[config.mk]
export PLATFORM = sky130hd
export DESIGN_NAME = mig_tg_pattern_gen
export DESIGN_NICKNAME = d
export VERILOG_FILES = /design/src/rtl/mig_tg_pkg.sv /design/src/rtl/mig_tg_pattern_gen.sv
export SDC_FILE = /design/constraint.sdc
export NUM_CORES = 1
export LEC_CHECK = 0
export BUFFER_PORTS_ARGS = -buffer_cell sky130_fd_sc_hd__buf_2
export CORE_MARGIN = 4
export CORE_UTILIZATION = 35
export DETAILED_ROUTE_END_ITERATION = 10
export SYNTH_ARGS = -nofsm -noshare
export SYNTH_HDL_FRONTEND = slang
export SYNTH_SLANG_ARGS = --single-unit
[constraint.sdc]
create_clock -name ui_clk -period 2.5 [get_ports ui_clk]
set_input_delay 0.125 -clock ui_clk [delete_from_list [all_inputs] [get_ports ui_clk]]
set_output_delay 0.125 -clock ui_clk [all_outputs]
set_load 0.01 [all_outputs]
[src/rtl/mig_tg_pkg.sv]
// mig_tg_pkg
// Shared definitions for the MIG traffic generator / read-back checker:
//   - controller state encoding
//   - data pattern select codes
//   - LFSR polynomial, base seed and step/seed helper functions
package mig_tg_pkg;

  typedef enum logic [2:0] {
    ST_IDLE     = 3'd0,
    ST_WR       = 3'd1,
    ST_WR_NEXT  = 3'd2,
    ST_DELAY    = 3'd3,
    ST_RD       = 3'd4,
    ST_RD_NEXT  = 3'd5,
    ST_PASS_END = 3'd6,
    ST_DONE     = 3'd7
  } tg_state_e;

  localparam logic PAT_INCR = 1'b0;
  localparam logic PAT_LFSR = 1'b1;

  localparam logic [31:0] LFSR_POLY = 32'h8020_0003;
  localparam logic [31:0] LFSR_SEED = 32'hACE1_0000;

  // Right-shifting Galois LFSR: when the bit shifted out is 1 the tap mask is
  // folded back in (bit 31 of the mask is the feedback into the MSB).
  function automatic logic [31:0] lfsr_step(input logic [31:0] s);
    return (s >> 1) ^ (s[0] ? LFSR_POLY : 32'h0000_0000);
  endfunction

  // Each (pass, burst) pair gets its own seed; only the low byte of each index
  // participates so the pair fits in the low half of the 32-bit seed.
  function automatic logic [31:0] lfsr_seed(input logic [15:0] pass_idx,
                                            input logic [15:0] burst_idx);
    return LFSR_SEED ^ {16'h0000, pass_idx[7:0], burst_idx[7:0]};
  endfunction

endpackage

[src/rtl/mig_tg_pattern_gen.sv]
// mig_tg_pattern_gen
// Regenerable beat-data source. Used once to produce write data and once to
// produce the expected read data; both instances seed identically so the
// checker can recompute any burst without storing it.
// Ports:
//   ui_clk, ui_rstn : clock, asynchronous active-low reset
//   load            : seed for (pass_idx, burst_idx) in the given mode; data
//                     shows beat 0 on the following cycle
//   pass_idx        : pass number used for seeding
//   burst_idx       : burst number within the pass used for seeding
//   mode            : PAT_INCR or PAT_LFSR, captured on load
//   advance         : step to the next beat (data updates next cycle)
//   data            : current beat, registered
module mig_tg_pattern_gen
  import mig_tg_pkg::*;
#(
  parameter int DATA_W     = 128,
  parameter int BURST_LEN  = 256,
  parameter int NUM_BURSTS = 4
) (
  input  logic              ui_clk,
  input  logic              ui_rstn,
  input  logic              load,
  input  logic [15:0]       pass_idx,
  input  logic [15:0]       burst_idx,
  input  logic              mode,
  input  logic              advance,
  output logic [DATA_W-1:0] data
);

  localparam int COPIES = DATA_W / 32;

  logic        mode_r;
  logic [31:0] state_r;
  logic [31:0] seed_s;
  logic [31:0] next_s;
  logic [31:0] incr_base_s;

  // Incrementing mode is a plain 32-bit counter zero-extended to the beat;
  // LFSR mode replicates the 32-bit state with each copy XORed by its index.
  function automatic logic [DATA_W-1:0] expand(input logic [31:0] w, input logic m);
    logic [DATA_W-1:0] r;
    r = '0;
    if (m == PAT_LFSR) begin
      for (int i = 0; i < COPIES; i++) begin
        r[i*32 +: 32] = w ^ 32'(i);
      end
    end else begin
      r[31:0] = w;
    end
    return r;
  endfunction

  // Seed for the requested burst and the successor of the current state.
  always_comb begin
    incr_base_s = (32'(pass_idx) * 32'(NUM_BURSTS) + 32'(burst_idx)) * 32'(BURST_LEN);
    seed_s      = 32'h0000_0000;
    next_s      = state_r;
    if (mode == PAT_LFSR) begin
      seed_s = lfsr_seed(pass_idx, burst_idx);
    end else begin
      seed_s = incr_base_s;
    end
    if (mode_r == PAT_LFSR) begin
      next_s = lfsr_step(state_r);
    end else begin
      next_s = state_r + 32'd1;
    end
  end

  // Pattern state and registered beat output.
  always_ff @(posedge ui_clk or negedge ui_rstn) begin
    if (!ui_rstn) begin
      mode_r  <= PAT_INCR;
      state_r <= 32'h0000_0000;
      data    <= '0;
    end else if (load) begin
      mode_r  <= mode;
      state_r <= seed_s;
      data    <= expand(seed_s, mode);
    end else if (advance) begin
      state_r <= next_s;
      data    <= expand(next_s, mode_r);
    end
  end

endmodule

== Word level (Yosys, flattened, before mapping) ==
Index checks and enable logic that the tools add are counted.
Cells by class
  $add $sub $neg: 2
  muxes and demuxes: 9
  bitwise gates (word level): 7
  reduce and logical (&&, ||, !) cells: 1
Operators by type and width (count)
  128-bit two-way mux: 2
  96-bit two-way mux: 2
  32-bit two-way mux: 5
  32-bit by 1-bit adder with 32-bit output (second input constant): 1
  31-bit by 32-bit XOR with 32-bit output: 1
  18-bit by 16-bit adder with 19-bit output: 1
  1-bit inverter: 4
  2-bit inverter: 2
  2-bit nonzero test: 1
Word-level totals
  register bits after elaboration: 161
  bits of input ports: 37
  output and inout bits: 128

== Depth between registers and ports, before layout ==
Gate-level depths: netlist (run 1).
  word-level depth: 7
  depth in mapped cells: 8

== Least setup slack after synthesis (run 1) ==
Ideal clock, no wire load.
  path type: input-to-reg
  start: in pass_idx[0]
  end: reg data[24]
  setup time: 95 ps
  data arrival time: 1888 ps
  setup slack: 516 ps
  stages on the path: 7
  buffers on the path: 0
  cells stage by stage: ha_1 -> fa_1 -> and3_1 -> o32ai_1 -> nor4_1 -> o31a_1 -> o31ai_1
On the way
  longest elaborated chain between the ends: 3
RTL lines
  start: declaration: line mig_tg_pattern_gen.sv:24  | input logic [15:0] pass_idx,
  18-bit by 16-bit adder with 19-bit output: line mig_tg_pattern_gen.sv:56  | incr_base_s = (32'(pass_idx) * 32'(NUM_BURSTS) + 32'(burst_idx)) * 32'(BURST_LEN);
  32-bit two-way mux: line mig_tg_pattern_gen.sv:59  | if (mode == PAT_LFSR) begin
  128-bit two-way mux: line mig_tg_pattern_gen.sv:77  | end else if (load) begin
  end signal: assignment: line mig_tg_pattern_gen.sv:80  | data <= expand(seed_s, mode);
  end signal: assignment: line mig_tg_pattern_gen.sv:83  | data <= expand(next_s, mode_r);
  end: declaration: line mig_tg_pattern_gen.sv:28  | output logic [DATA_W-1:0] data
Every way passes these cells.
A chain may end at the register's enable or synchronous reset.

==> summary.md, run 1 <==
| Metric | Value |
|---|---|
| Crit Path Max Fanout | `18` |
| Diodes inserted | `0` |
| R2R depth | `5` |
| Rel. slew slack | `43.55%` |
| Fin crit period | `2.309 ns` |
| Critical Path End Type | `register` |
| Worst EP required | `2.72 ns` |
| Area Overhead vs Synth | `18.94%` |
| MaxCap Viol Count | `0` |
| Critical path arrival | `2.53 ns` |
| Total Wirelength | `16870 um` |
| RD Place Congestion | `0.9118` |
| Combinational share of power | `31.6%` |
| Post-Syn Area | `5114 um2` |
| Synth Instances | `590` |
| Layout Nets | `746` |
| Vias in the first global route | `4651` |
| R2r setup slk | `0.19 ns` |
| Num rows | `43` |
| Psw | `1500 uW` |
| Longest Clk Path Bufs | `2` |
| RSZ-0062 raised after global routing | `false` |
| Worst-case hold path end point | `data[104]` |
| Pwr Density | `690.2 nW/um2` |
| CTS sink count | `67` |
| Primary FF master, synth | `dfrtp_1` |
| Switching share of power | `35.73%` |
| EDFF count, synth | `0` |
| Hpwl dp | `13030 um` |
| #FFs+latches synth | `67` |
| GRT Util Overall | `19.51%` |
| Starting density of the core | `36.28%` |
| CTS root buffer | `clkbuf_16` |
| Pre-CTS setup slack | `0.07680 ns` |
| Syn_area_per_cell | `8.667 um2` |
| Yosys cell types | `72` |
| Setup ws final | `0.1912 ns` |
| Initial antenna violation count | `0` |
| Die H | `128.9 um` |
| Type of the worst setup path | `register to register` |
| Post-CTS Setup Inserts | `0` |
| Routed len/inst | `19.21 um` |
| DRT Pass-1 Iters | `5` |
| Core Area | `14100 um2` |
| Setup Skew | `0.006561 ns` |
| Syn nets | `643` |
| Number of I/O pins | `165` |
| Worst r2r dst | `data[28]` |
| Worst-path clk slew | `0.06 ns` |
| Skew-Pair Late Insertion Delay | `0.34 ns` |
| Sequential power share | `35.1%` |
| Antenna viol nets, final | `0` |
| Setup violators final | `0` |
| Critical Path Start Type | `register` |
| Die area | `16610 um2` |
| Post-synth ARST share | `100.0%` |
| Hold WS | `0.07007 ns` |
| Vias per cell | `5.690` |
| Largest net degree at the start of global routing | `36` |
| Worst Hold Class | `input pin to register` |
| IO buf count | `164` |
| Post-detailed-route DRC marker count | `0` |
| Final Hold Viols | `0` |
| Yosys warning count | `0` |
| Max VDD drop | `0.0003446 V` |
| Number of CTS-inserted buffers | `9` |
| Sum Neg Setup Slack | `0 ns` |
| Post-cts sizing count | `0` |
| Hold path startpoint | `pass_idx[0]` |
| Starting DRT DRC Count | `422` |
| Hold-fix buffers, CTS | `1` |
| Grt total ovfl | `0` |
| Global-route wire length before repair | `25470 um` |
| Cells on Worst Hold Path | `3` |
| Worst Tran Pin Value | `0.8467 ns` |
| Via count | `4996` |
| Die X-Extent | `128.9 um` |
| Outcome | `finished clean` |
| Max Clk Rate | `0.4331 GHz` |
| Clock network fraction of total power | `33.4%` |
| Pins Over Slew Limit | `0` |
| # H-tree levels | `3` |
| CTS tree | `yes` |
| Worst r2r src | `data[11]` |
| Leakage | `0.002985 uW` |
| Period Utilization, post-route | `92.35%` |
| Int Pwr | `2698 uW` |
| Sequential fraction of the synthesis area | `32.79%` |
| Share of cells above drive strength 1 | `33.38%` |
## routing by layer
layer | wire (um) | vias up | track usage [%] | share of wire [%]
li1 | - | 2318 | - | -
met1 | 7316 | 2430 | 26.09 | 43
met2 | 7857 | 212 | 30.49 | 47
met3 | 1100 | 36 | 3.570 | 6.5
met4 | 594 | 0 | 9.265 | 3.5
met5 | 0 | - | 0 | 0
## worst max-delay path: stages (launching register included)
cell and delay (ns):
dfrtp_1 0.51, nand4_4 0.20, and4bb_1 0.73, nand3_1 0.17
mux2_1 0.34, o221a_1 0.23
## area by class of cell
type                       instances  area, um2
clock buffer                      10      239.0
clock inverter                     6      88.84
timing repair buffer             194       1061
fill                            1433       8014
sequential                        67       1677
multi-input combinational        406       2735
tap                              180      225.2
inverter                          15      56.30
## power groups by stage
stage               logic [uW]  clock network, uW  registers [uW]
finish                    1330               1400            1470
global route              1450               1470            1500
CTS                       1330               1420            1470
detailed placement        1330                  0            1490
global placement          1310                  0            1480
floorplan                  848                  0            1510
## through the flow
step	power (uW)	instance area, um2	utilization [%]	std cells
floorplan	2360	5114	-	590
global placement	2792	5744	40.75	861
detailed placement	2816	5744	40.75	861
CTS	4226	6082	43.15	878
global route	4418	6082	43.15	878
finish	4198	6082	43.15	878
## cells in the final DEF, fill, tap and decap left out, types with 3 or more instances in the layout
| cell | n |
|---|---|
| buf_2 | 164 |
| mux2i_1 | 6 |
| nand2_1 | 44 |
| a222oi_1 | 3 |
| nor2b_1 | 4 |
| o21ai_0 | 28 |
| xor2_1 | 3 |
| inv_1 | 15 |
| o221ai_1 | 6 |
| a211oi_1 | 4 |
| a221oi_1 | 7 |
| a211o_1 | 3 |
| a31oi_1 | 9 |
| a31o_2 | 5 |
| o21a_1 | 15 |
| nor4_1 | 3 |
| dfrtp_1 | 67 |
| o31a_1 | 4 |
| nor3_1 | 10 |
| nand3b_1 | 4 |
| or2_2 | 4 |
| o22ai_1 | 4 |
| xnor2_1 | 5 |
| nand3_1 | 15 |
| nor4_4 | 4 |
| and2_1 | 6 |
| nor2_1 | 54 |
| nand4_1 | 4 |
| a21oi_1 | 42 |
| a221o_1 | 6 |
| clkbuf_16 | 9 |
| a22o_1 | 11 |
| and3_1 | 7 |
| ha_1 | 15 |
| buf_4 | 28 |
| a21o_1 | 14 |
| or3_1 | 3 |
| o31ai_1 | 4 |
| nand2b_1 | 6 |
## synthesized netlist by cell type, drive strengths merged (5+ instances only)
master,instances,area [um2]
buf,76,549.3
dfrtp,67,1677
nor2,55,206.5
nand2,44,165.2
a21oi,42,210.2
o21ai,28,140.1
clkbuf,26,98.84
nand3,18,112.6
ha,15,187.7
inv,15,56.30
o21a,15,112.6
a21o,14,105.1
a22o,11,96.34
nor3,10,50.05
a31oi,9,56.30
a221oi,7,61.31
and3,7,43.79
nand4,7,80.07
nor4,7,103.9
a221o,6,60.06
and2,6,37.54
mux2i,6,60.06
nand2b,6,37.54
o221ai,6,52.55
a31o,5,43.79
mux2,5,60.05
xnor2,5,43.79
## logic make-up after synthesis
kind of cell / synth area share (%)
flip-flops: 32.79
buffers and inverters: 13.78
multiplexers: 2.349
AO/OA/AOI/OAI: 25.98
XOR/XNOR: 1.370
AND/OR/NAND/NOR: 19.67
adder cells (fa/ha/maj): 4.062
## flip-flops by register name, summed over array words and instances (netlist names)
| signal | cells |
|---|---|
| data | 66 |
| mode_r | 1 |
## worst max path at each step
stage	startpoint	endpoint	slack, ns	depth (start not counted)
finish	data[11]	data[28]	0.19	5
floorplan	pass_idx[0]	data[24]	0.52	7
CTS	data[11]	data[28]	0.21	5
detailed placement	pass_idx[0]	data[24]	0.08	8
global placement	pass_idx[0]	data[24]	0.16	8
global route	data[11]	data[28]	0.08	5
Note: power is estimated with default switching activity, not from simulation.
==> run 2: changes to the inputs <==
--- a/config.mk
+++ b/config.mk
@@ -6,9 +6,12 @@
 export NUM_CORES = 1
 export LEC_CHECK = 0
 export BUFFER_PORTS_ARGS = -buffer_cell sky130_fd_sc_hd__buf_2
+export CELL_PAD_IN_SITES_DETAIL_PLACEMENT = 0
+export CELL_PAD_IN_SITES_GLOBAL_PLACEMENT = 1
 export CORE_MARGIN = 4
 export CORE_UTILIZATION = 35
 export DETAILED_ROUTE_END_ITERATION = 10
+export PLACE_DENSITY_LB_ADDON = 0.1
 export SYNTH_ARGS = -nofsm -noshare
 export SYNTH_HDL_FRONTEND = slang
 export SYNTH_SLANG_ARGS = --single-unit
==> run 2 against run 1 <==
  * Non-clock buffer count increased by 5
  * Clock-buffer cell count increased by 2
  * Sequential cell count is the same
  * Critical path type unchanged
  * Largest cell class unchanged
==> summary.md, run 2 (synthesis gave the netlist of run 1 again) <==
| Metric | Value |
|---|---|
| Leakage | `0.003008 uW (+0.78%)` |
| R2R depth | `5 (unchanged)` |
| Number of CTS-inserted buffers | `9 (unchanged)` |
| Dpl cell area | `5772 um2 (+0.48%)` |
| Worst setup path start | `data[10]` |
| CP max-delay cell | `and4bb_1` |
| Largest register FFs | `66 (unchanged)` |
| Number of I/O pins | `165 (unchanged)` |
| Pwr Total | `4237 uW (+0.93%)` |
| Critical path cell sequence | `nand4_4 -> and4bb_1 -> nand3_1 -> mux2_1 -> o221a_1` |
| Util after Layout | `43.35% (+0.20 points)` |
| Outcome | `finished clean` |
| RD Place Congestion | `0.8777 (-3.7%)` |
| Worst-case hold path end point | `data[104]` |
| Die area | `16610 um2 (unchanged)` |
| Final Cell Area | `6111 um2 (+0.47%)` |
| Worst-path clk slew | `0.06 ns (about the same)` |
| Pwr Density | `693.4 nW/um2 (+0.46%)` |
| Commonest non-fill, non-tap cell in the layout | `buf_2` |
| Worst r2r dst | `data[28]` |
| Critical Path End Type | `register` |
| Worst r2r src | `data[10]` |
| IO buf count | `164 (unchanged)` |
| Worst Hold Class | `input pin to register` |
| Layout Nets | `751 (+0.67%)` |
| Buf/Inv on CP | `0 (unchanged)` |
| Period Utilization, post-route | `92.43% (about the same)` |
| Sum Neg Setup Slack | `0 ns (unchanged)` |
| Max Clk Rate | `0.4328 GHz (about the same)` |
| CTS sink count | `67 (unchanged)` |
| Share of cells above drive strength 1 | `33.71% (+0.33 points)` |
| Reg with most FFs | `data` |
| Leading cell types in the layout, fill and taps excluded | `buf_2 (163), dfrtp_1 (67), nor2_1 (54), nand2_1 (44), a21oi_1 (42)` |
| Core Area | `14100 um2 (unchanged)` |
| Hpwl dp | `13060 um (+0.16%)` |
| Rel. slew slack | `38.01% (-5.5 points)` |
| Biggest regs | `data (66), mode_r (1)` |
| Hold WS | `0.07490 ns (+0.004824 ns)` |
| Initial antenna violation count | `1 (+1)` |
| Type of the worst setup path | `register to register` |
| Diodes inserted | `0 (unchanged)` |
| R2r setup slk | `0.19 ns (about the same)` |
| CP peak stage delay | `0.73 ns (about the same)` |
| Post-cts sizing count | `0 (unchanged)` |
| Die H | `128.9 um (unchanged)` |
| Max VDD drop | `0.0003439 V (-0.20%)` |
| Critical path arrival | `2.54 ns (about the same)` |
| Routed len/inst | `19.30 um (+0.48%)` |
| Vias in the first global route | `4638 (-0.28%)` |
| Crit Path Max Fanout | `18 (unchanged)` |
| Hold path startpoint | `pass_idx[0]` |
| Antenna viol nets, final | `0 (unchanged)` |
| Area Overhead vs Synth | `19.50%` |
| Critical Path Start Type | `register` |
| Global-route wire length before repair | `26620 um (+4.5%)` |
| Starting DRT DRC Count | `514 (+22%)` |
| CTS root buffer | `clkbuf_16` |
| RSZ-0062 raised after global routing | `false` |
| Worst Tran Pin Value | `0.9299 ns (+0.08321 ns)` |
| Setup Skew | `0.006482 ns (-0.00007974 ns)` |
| Vias per cell | `5.607 (-1.5%)` |
| Via count | `4951 (-0.90%)` |
| Post-detailed-route DRC marker count | `0 (unchanged)` |
| Pins Over Slew Limit | `0 (unchanged)` |
| Die X-Extent | `128.9 um (unchanged)` |
| Total Wirelength | `17050 um (+1.1%)` |
| CTS tree | `yes` |
| Final Hold Viols | `0 (unchanged)` |
| Fin crit period | `2.311 ns (+0.001986 ns)` |
| Worst EP required | `2.73 ns (about the same)` |
| Skew-Pair Late Insertion Delay | `0.34 ns (about the same)` |
| Post-CTS Setup Inserts | `0 (unchanged)` |
| MaxCap Viol Count | `0 (unchanged)` |
| Starting density of the core | `36.28% (unchanged)` |
| DRT Pass-1 Iters | `5 (unchanged)` |
| Cells on Worst Hold Path | `3 (unchanged)` |
| Largest net degree at the start of global routing | `68 (+89%)` |
| Num rows | `43 (unchanged)` |
| Grt total ovfl | `0 (unchanged)` |
| Longest Clk Path Bufs | `2 (unchanged)` |
| Top Family by Delay on Critical Path | `simple AND/OR/NAND/NOR gates` |
| Setup violators final | `0 (unchanged)` |
| # H-tree levels | `3 (unchanged)` |
| GRT Util Overall | `20.57% (+1.1 points)` |
## run 2: how the worst max path moves through the flow
stage	to	slack, ns	cells past startpoint
after detailed placement	data[28]	0.21	5
final	data[28]	0.19	5
after CTS	data[28]	0.20	5
after global placement	data[26]	0.28	5
after floorplan	data[24]	0.52	7
after global routing	data[28]	0.05	5
## run 2: per-stage QoR
stage	setup slack (ns)	cells
after global placement	0.2757	866
after global routing	0.04590	883
final	0.1893	883
after floorplan	0.5163	590
after CTS	0.1992	883
after detailed placement	0.2053	866
## run 2: layer usage
layer	global-route usage (%)	vias to the layer above	share of wire, %
met3	3.238	23	7.0
met2	31.25	203	46
met5	0	-	0.076
met1	29.78	2397	45
met4	6.980	2	1.9
li1	-	2326	-
## run 2: final cells by class
class | instances | area (um2)
inverter | 15 | 56.30
clock inverter | 4 | 72.57
fill | 1477 | 7985
tap | 180 | 225.2
clock buffer | 12 | 256.5
timing repair buffer | 199 | 1089
multi-input combinational | 406 | 2735
sequential | 67 | 1677
## run 2: power by group
group          switching, uW  total (uW)  internal [uW]
combinational            787        1360            570
clock                    501        1430            926
sequential               210        1450           1240
## run 2: timing repair
item | CTS | global route
endpoints found under the setup margin | 0 | 0
hold buffers | 1 | 0
hold endpoints to repair | 67 | 0
## run 2: worst register-to-register path, cell delays in order, from the launching register on
cell and delay [ns]:
dfrtp_1 0.54, nand4_4 0.19, and4bb_1 0.73, nand3_1 0.17
mux2_1 0.34, o221a_1 0.22
